**config.mk**
```make
export PLATFORM = sky130hd
export DESIGN_NAME = mfcc_frame_streamer
export DESIGN_NICKNAME = d
export VERILOG_FILES = /design/src/rtl/mfcc_frame_streamer.sv
export SDC_FILE = /design/constraint.sdc
export NUM_CORES = 2
export LEC_CHECK = 0
export CAP_MARGIN = 10
export CORE_AREA = 2 2 617 465
export DETAILED_ROUTE_END_ITERATION = 10
export DIE_AREA = 0 0 619 467
export HOLD_SLACK_MARGIN = 0.12
export SLEW_MARGIN = 5
export SYNTH_ARGS = -nofsm -noshare
export SYNTH_HDL_FRONTEND = slang
export SYNTH_SLANG_ARGS = --single-unit
```
**constraint.sdc**
```tcl
create_clock -name clk -period 3.15 [get_ports clk]
set_clock_uncertainty 0.15 [all_clocks]
set_input_delay 0.7875 -clock clk [delete_from_list [all_inputs] [get_ports clk]]
set_output_delay 0.7875 -clock clk [all_outputs]
set_load 0.05 [all_outputs]
```
**src/rtl/mfcc_frame_streamer.sv**
```systemverilog
// mfcc_frame_streamer: ping-pong frame buffer that re-emits each N_FEAT-word
// MFCC feature frame as one unbroken valid burst followed by at least GAP idle cycles.
// Ports:
//   clk              rising-edge clock
//   reset            asynchronous active-low reset
//   s_tvalid/s_tdata producer word, frame order (index 0 first)
//   s_tready         write side can accept (target bank not full)
//   tvalid_mfcc_feat registered output valid, N_FEAT consecutive cycles per frame
//   mfcc_feat        registered output word, 0 whenever not valid
//   mfcc_last        high with the final word of each burst
module mfcc_frame_streamer #(
    parameter int N_FEAT = 39,
    parameter int DATA_W = 32,
    parameter int GAP    = 1
) (
    input  logic              clk,
    input  logic              reset,
    input  logic              s_tvalid,
    input  logic [DATA_W-1:0] s_tdata,
    output logic              s_tready,
    output logic              tvalid_mfcc_feat,
    output logic [DATA_W-1:0] mfcc_feat,
    output logic              mfcc_last
);
    localparam logic [5:0] LAST = 6'(N_FEAT - 1);
    localparam int GW = (GAP > 1) ? $clog2(GAP) : 1;
    localparam logic [GW-1:0] GAP_LAST = GW'(GAP - 1);

    typedef enum logic [1:0] {S_IDLE, S_BURST, S_GAP} state_t;

    state_t            r_state;
    logic [DATA_W-1:0] r_mem [2][N_FEAT];
    logic [1:0]        r_full;
    logic              r_wr_bank;
    logic              r_rd_bank;
    logic [5:0]        r_wr_idx;
    logic [5:0]        r_rd_idx;
    logic [GW-1:0]     r_gap_cnt;
    logic              w_acc;
    logic              w_wr_last;
    logic              w_rd_last;
    logic [1:0]        w_set;
    logic [1:0]        w_rel;

    assign s_tready  = !r_full[r_wr_bank];
    assign w_acc     = s_tvalid && s_tready;
    assign w_wr_last = w_acc && (r_wr_idx == LAST);
    assign w_rd_last = (r_state == S_BURST) && (r_rd_idx == LAST);
    // Writer only completes an empty bank and reader only releases a full one,
    // so set and release always target different banks in the same cycle.
    assign w_set = w_wr_last ? (r_wr_bank ? 2'b10 : 2'b01) : 2'b00;
    assign w_rel = w_rd_last ? (r_rd_bank ? 2'b10 : 2'b01) : 2'b00;

    always_ff @(posedge clk) begin
        if (w_acc)
            r_mem[r_wr_bank][r_wr_idx] <= s_tdata;
    end

    always_ff @(posedge clk or negedge reset) begin
        if (!reset) begin
            r_state          <= S_IDLE;
            r_full           <= 2'b00;
            r_wr_bank        <= 1'b0;
            r_rd_bank        <= 1'b0;
            r_wr_idx         <= '0;
            r_rd_idx         <= '0;
            r_gap_cnt        <= '0;
            tvalid_mfcc_feat <= 1'b0;
            mfcc_feat        <= '0;
            mfcc_last        <= 1'b0;
        end else begin
            if (w_acc) begin
                r_wr_idx <= w_wr_last ? 6'd0 : r_wr_idx + 6'd1;
                if (w_wr_last)
                    r_wr_bank <= ~r_wr_bank;
            end
            r_full <= (r_full & ~w_rel) | w_set;
            case (r_state)
                S_IDLE: begin
                    if (r_full[r_rd_bank]) begin
                        mfcc_feat        <= r_mem[r_rd_bank][0];
                        tvalid_mfcc_feat <= 1'b1;
                        r_rd_idx         <= 6'd1;
                        r_state          <= S_BURST;
                    end
                end
                S_BURST: begin
                    mfcc_feat <= r_mem[r_rd_bank][r_rd_idx];
                    r_rd_idx  <= r_rd_idx + 6'd1;
                    if (w_rd_last) begin
                        mfcc_last <= 1'b1;
                        r_rd_bank <= ~r_rd_bank;
                        r_gap_cnt <= '0;
                        r_state   <= S_GAP;
                    end
                end
                default: begin
                    tvalid_mfcc_feat <= 1'b0;
                    mfcc_feat        <= '0;
                    mfcc_last        <= 1'b0;
                    if (r_gap_cnt == GAP_LAST)
                        r_state <= S_IDLE;
                    else
                        r_gap_cnt <= r_gap_cnt + 1'b1;
                end
            endcase
        end
    end
endmodule

```
* Word level (Yosys, flattened, before mapping) *
Memories as Yosys holds them, arrays and structs flattened.
Cells that the tools add are included.
W data, S select, Z words.

operators by class
  equality and inequality tests = 6
  add/sub/neg operators = 3
  muxes and demuxes = 31
  reduce and logical (&&, ||, !) cells = 13
  $lt $le $gt $ge = 5
  bitwise operators = 9

operators by type and width
  kind                   number
  $mux W1248             1
  $bmux W32 S6           1
  $demux W32 S6          1
  $mux W32               4
  $pmux W32 S2           1
  $ge A7 B7 Y1 const B   2
  $mux W2                7
  $not A6 Y7             2
  $add A6 B1 Y6 const B  2
  $eq A6 B6 Y1 const B   2
  $mux W6                2
  $pmux W6 S2            1
  $reduce_and A2 Y1      5
  $mux W1                9
  $lt A7 B1 Y1 const B   1
  $pmux W1 S2            3
  $logic_and A1 B1 Y1    4
  $lt A1 B2 Y1 const B   2
  $ne A2 B2 Y1 const B   2
  $not A1 Y1             4
  $pmux W2 S2            1
  $ne A3 B1 Y1 const B   1
  $reduce_and A3 Y1      1
  $and A2 B2 Y2          1
  7 further kinds        7

word-level totals
  word-level logic and storage cells = 78
  memories = 1
  output and inout bits = 35
  input bits = 35
  bits in writable memories = 2496
  register bits after elaboration = 53

memories
  memory  words  bits a word  rd ports  clocked after memory_dff  wr ports  RTL line  text
  r_mem   2      1248         1         0                         1         32        logic [DATA_W-1:0] r_mem [2][N_FEAT];

* Depth between registers and ports, before layout *
  word-level depth = 7
  gate-level depth with buffers = 12
  depth with buffers taken out = 7

* Worst setup path before layout *
OpenSTA, ideal clock, no wires.

  kind = reg2reg
  start point = register r_wr_bank
  end point = memory r_mem[1][864] (netlist name), enable pin
  data required time = 2579 ps
  cell stages (with the launch flop) = 7
  slack = -1154 ps
  arrival time = 3733 ps
  path through = dfrtp_1 > clkbuf_1 > mux2i_1 > nand2_1 > or2_2 > clkbuf_1 > nor2_1

on the way
  cells in the longest elaborated chain, start to end = 6

ends and longest elaborated chain
  what                                        RTL line  text
  start, declared                             34        logic r_wr_bank;
  start signal, assigned                      75        r_wr_bank <= ~r_wr_bank;
  $mux W1 (not written as such) (2 in a row)  45        assign s_tready = !r_full[r_wr_bank];
  $logic_not A1 Y1                            45
  net s_tready                                20        output logic s_tready,
  $logic_and A1 B1 Y1                         46        assign w_acc = s_tvalid && s_tready;
  $mux W1                                     55        if (w_acc)
  $mux W1248 (not written as such)            56        r_mem[r_wr_bank][r_wr_idx] <= s_tdata;
  end, declared                               32

The timed path passes the listed nets, and every way through them passes these cells. The select of a mux whose other input is x is not followed.

* Final worst setup path *
  start point = register r_rd_bank
  end point = register mfcc_feat[19]

on the way
  cells in the longest elaborated chain, start to end = 5
  elaborated cells between the ends (all ways) = 9

ends and longest elaborated chain
  what                                         RTL line  text
  start, declared                              35        logic r_rd_bank;
  start signal, assigned                       92        r_rd_bank <= ~r_rd_bank;
  $mem_v2 Z2 W1248                             n/a
  $bmux W32 S6                                 88        mfcc_feat <= r_mem[r_rd_bank][r_rd_idx];
  $mux W32 (not written as such) (2 in a row)  88
  $pmux W32 S2                                 78        case (r_state)
  end signal, assigned                         81        mfcc_feat <= r_mem[r_rd_bank][0];
  end signal, assigned                         88
  end, declared                                22        output logic [DATA_W-1:0] mfcc_feat,

Several ways; a longest one is shown, not always the timed one. The select of a mux whose other input is x is not followed.
A chain may end at the register's enable or synchronous reset.

==> metrics.md <==
| Metric | Value |
|---|---|
| Slew Limit Fails | 0 |
| Vias | 52,900 |
| Reg-to-reg setup timing slack | -40 ps |
| Relative slew slack | 33.4% |
| Netlist Area Pre-Place | a little under 100,000 sq um |
| Synth top area cells | edfxtp_1 (76%), mux4_2 (14%), mux2i_1 (1.9%) |
| Worst Setup EP | mfcc_feat[19] |
| Slowest stage delay, CP | 510 ps |
| Post-synthesis cell count | between 4,000 and 5,000 |
| Initial antenna violation count | 25 |
| Die Area | 289,000 sq um |
| H-Tree Depth | 4 |
| Power Density | 571 nW/um^2 |
| DRT iter0 DRCs | 8,125 |
| Setup Slack @ Placement | -326 ps |
| Sequential cell area | 76,300 sq um |
| Family with the most delay on the worst path | compound AO/OA/AOI/OAI gates |
| Sequential area share after synthesis | 77.3% |
| Share of post-route cells with drive strength above 1 | 31.7% |
| Slew @ Worst Pin | about 1000 ps |
| Cell with the most instances after synthesis | edfxtp_1 |
| Post-synth EDFFs | 2,496 |
| Reg2reg start | r_rd_bank |
| Drt wl/cell | between 30 and 40 um |
| Worst min-delay path class | primary input to register |
| CP Class | register to register |
| Placer Congestion | 0.940 |
| Setup violators final | 2 |
| FF-to-FF End | mfcc_feat[19] |
| Post-route DRC | 0 |
| Clk Latency, worst-skew pair | 910 ps |
| Post-synth cell types | 67 |
| Gr ovfl total | 0 |
| Clk buf depth | 4 |
| Worst Setup Start Kind | register |
| Vias in the first global route | 50,800 |
| Antenna-violating nets left | 0 |
| Final setup margin | -38.4 ps |
| Dpl hpwl | approximately 190,000 um |
| Total core area | ~280,000 sq um |
| CP bufs+invs | 3 |
| Clk slew on worst S/H paths | roughly 70 ps |
| Setup TNS Final | -62.2 ps |
| WP data arrival | 3740 ps |
| Cell taking the most area after synthesis | edfxtp_1 |
| Most instantiated cells after synthesis | edfxtp_1 (2,496), mux4_2 (596), nand2_1 (247) |
| Critical Path Sink Type | register |
| CTS Buf Count | 233 |
| Area growth from synthesis to layout | 19.4% |
| Failing checks | negative setup slack |
| First-pass GRT wire length | 419,000 um |
| Peak Freq | about 0.31 GHz |
| Tcrit/Tclk final | 101% |
| Final net count | 5,336 |
| Status | finished with violations |
| VDD IR-drop max | 0.493 mV |
| Worst path depth | 9 |
| Multi-input logic area | 21,700 sq um |
| Unrepaired setup endpoints after global routing | yes |
| Static leakage | 38.9 nW |
| # Max-Cap Violations | 0 |
| Synth Area per Inst | 21.4 sq um |
| Root Driver | clkbuf_16 |
| Final min period | around 3200 ps |
| Post-synth top flop | edfxtp_1 |
| Final core utilization | roughly two fifths |
| CP max FO | 11 |
| #FFs+latches synth | 2,548 |
| WHS Path Cells | 2 |
| Starting density of the core | 34.9% |
| CP most frequent cell | buf_4 |
| Die Ht | 467 um |
| Die Wd | 619 um |
| Count of input and output buffers | between 60 and 70 |
| Via density | 5.71 |
| Router iterations before antenna repair | 5 |
| Global Route Usage Sum | 20.8% |
| WL final | between 300,000 and 400,000 um |
| Synth Warn # | 0 |
| Hold Violations, Final | 0 |
| Total clock sinks | 2,548 |
| Syn Nets | 4,645 |
| CP max stage cell | mux4_2 |
| Worst Setup SP | r_rd_bank |
| Rows | 169 |
| Tot Pwr | 67.3 mW |
| I/O Pins | 70 |
| Critical Path, Cell by Cell | buf_16 > buf_4 > buf_4 > mux4_2 > and2_0 > a311oi_2 > a31oi_2 > o211ai_1 > nand3_1 |
| Post-DP Area | 110,000 sq um |
| Design Area, Final | 118,000 sq um |
| CTS tree | built |
| CP required | 3710 ps |
| Fill count | between 20,000 and 25,000 |
| FF-to-FF path depth | 9 |
| Post-synth top area share | 76.0% |
| Async SR Flop Fraction | 2.04% |
| Largest net degree at the start of global routing | 79 |
[report_power, final]
group	internal [mW]	total [mW]	switching (mW)
sequential	37.6	37.7	0.105
clock	15.4	27.9	12.6
combinational	0.343	1.70	1.36
total	53.3	67.3	14.0
[state kept, by name (all words and copies together), names as in the netlist]
register / cells
tvalid_mfcc_feat: 1
r_rd_bank: 1
r_mem: 2496
r_wr_bank: 1
r_rd_idx: 6
mfcc_feat: 32
r_full: 2
r_wr_idx: 6
r_state: 2
mfcc_last: 1
[per-stage QoR]
| stage | hold slack, ps | cells |
|---|---|---|
| floorplan | 342 | 4606 |
| global route | 214 | 9244 |
| detailed placement | 375 | 8811 |
| global placement | 369 | 8811 |
| CTS | 177 | 9237 |
| finish | 228 | 9254 |
[area by class of cell]
cell class / count / share of cell area (%)
inverters: 9 / 0.0393
well taps: 3762 / 3.99
clock buffers: 301 / 5.25
flip-flops and latches: 2548 / 64.7
repair buffers: 719 / 6.65
clock inverters: 118 / 0.933
diodes: 11 / 0.0234
multi-input cells: 1786 / 18.4
[what timing repair did]
action | 4_1_cts | 5_1_grt
setup buffers | 4 | 4
pin swaps | 2 | 1
setup endpoints to repair | 39 | 16
endpoints found under the hold margin | 57 | 0
gates cloned | 1 | 2
hold buffers | 2 | 0
gates resized for setup | 48 | 16
[cell families (layout without fill, tap and decap cells)]
kind of cell,count (synthesis),in the layout,synth area share [%]
xor gates and xnor gates,4,4,0.0355
and+or+nand+nor,572,572,2.55
other,0,11,0
AOI/OAI and AO/OA,394,394,2.71
muxes,812,812,15.8
DFF,2548,2548,77.3
adders and majority gates,4,4,0.0507
buffers and inverters,272,1147,1.54
[worst reg2reg max path: cells and delay by family (launching register included)]
family	cells	cell delay, ps
AO/OA/AOI/OAI	3	880
buffers and inverters	3	580
flip-flops	1	490
multiplexers	1	510
AND/OR/NAND/NOR	2	380
[cells in the final DEF, fill, tap and decap left out, types with 13 or more instances in the layout]
cell           synthesis  routed
a211oi_1              40      39
a21oi_1               84      81
a221oi_1              21      19
a22oi_1               21      21
a311oi_1              21      18
a31oi_1               32      31
and3_1                15      15
buf_12                 0     187
buf_2                 69      28
buf_4                 46     464
bufinv_16              0      19
clkbuf_1              99      61
clkbuf_16              0     238
clkinv_1               1      51
clkinv_2               0      31
dfrtp_1               52      46
dlygate4sd2_1          0      27
edfxtp_1            2496    2496
mux2_2                25      25
mux2i_1              189     183
mux4_2               596     596
nand2_1              247     247
nand3_1               49      49
nor2_1               158      80
nor2_4                 0      78
nor2b_1               35      33
o211ai_1              22      22
o21ai_0               49      47
o21ai_1               12      13
o22ai_1               18      17
[worst min path at each step]
stage | end | slack (ps) | startpoint
finish | r_mem[0][584] | 230 | s_tdata[8]
global route | r_mem[0][836] | 210 | s_tdata[4]
CTS | r_mem[1][964] | 180 | s_tdata[4]
detailed placement | r_wr_idx[4] | 380 | r_wr_idx[4]
global placement | r_wr_idx[4] | 370 | r_wr_idx[4]
floorplan | mfcc_feat[0] | 340 | reset
[routing by layer]
layer | GRT usage, % | share of wire (%)
met1 | 31.5 | 42
met2 | 29.5 | 42
met3 | 5.77 | 12
met4 | 5.23 | 2.8
met5 | 0 | 0.013
(Power assumes the default switching activity.)
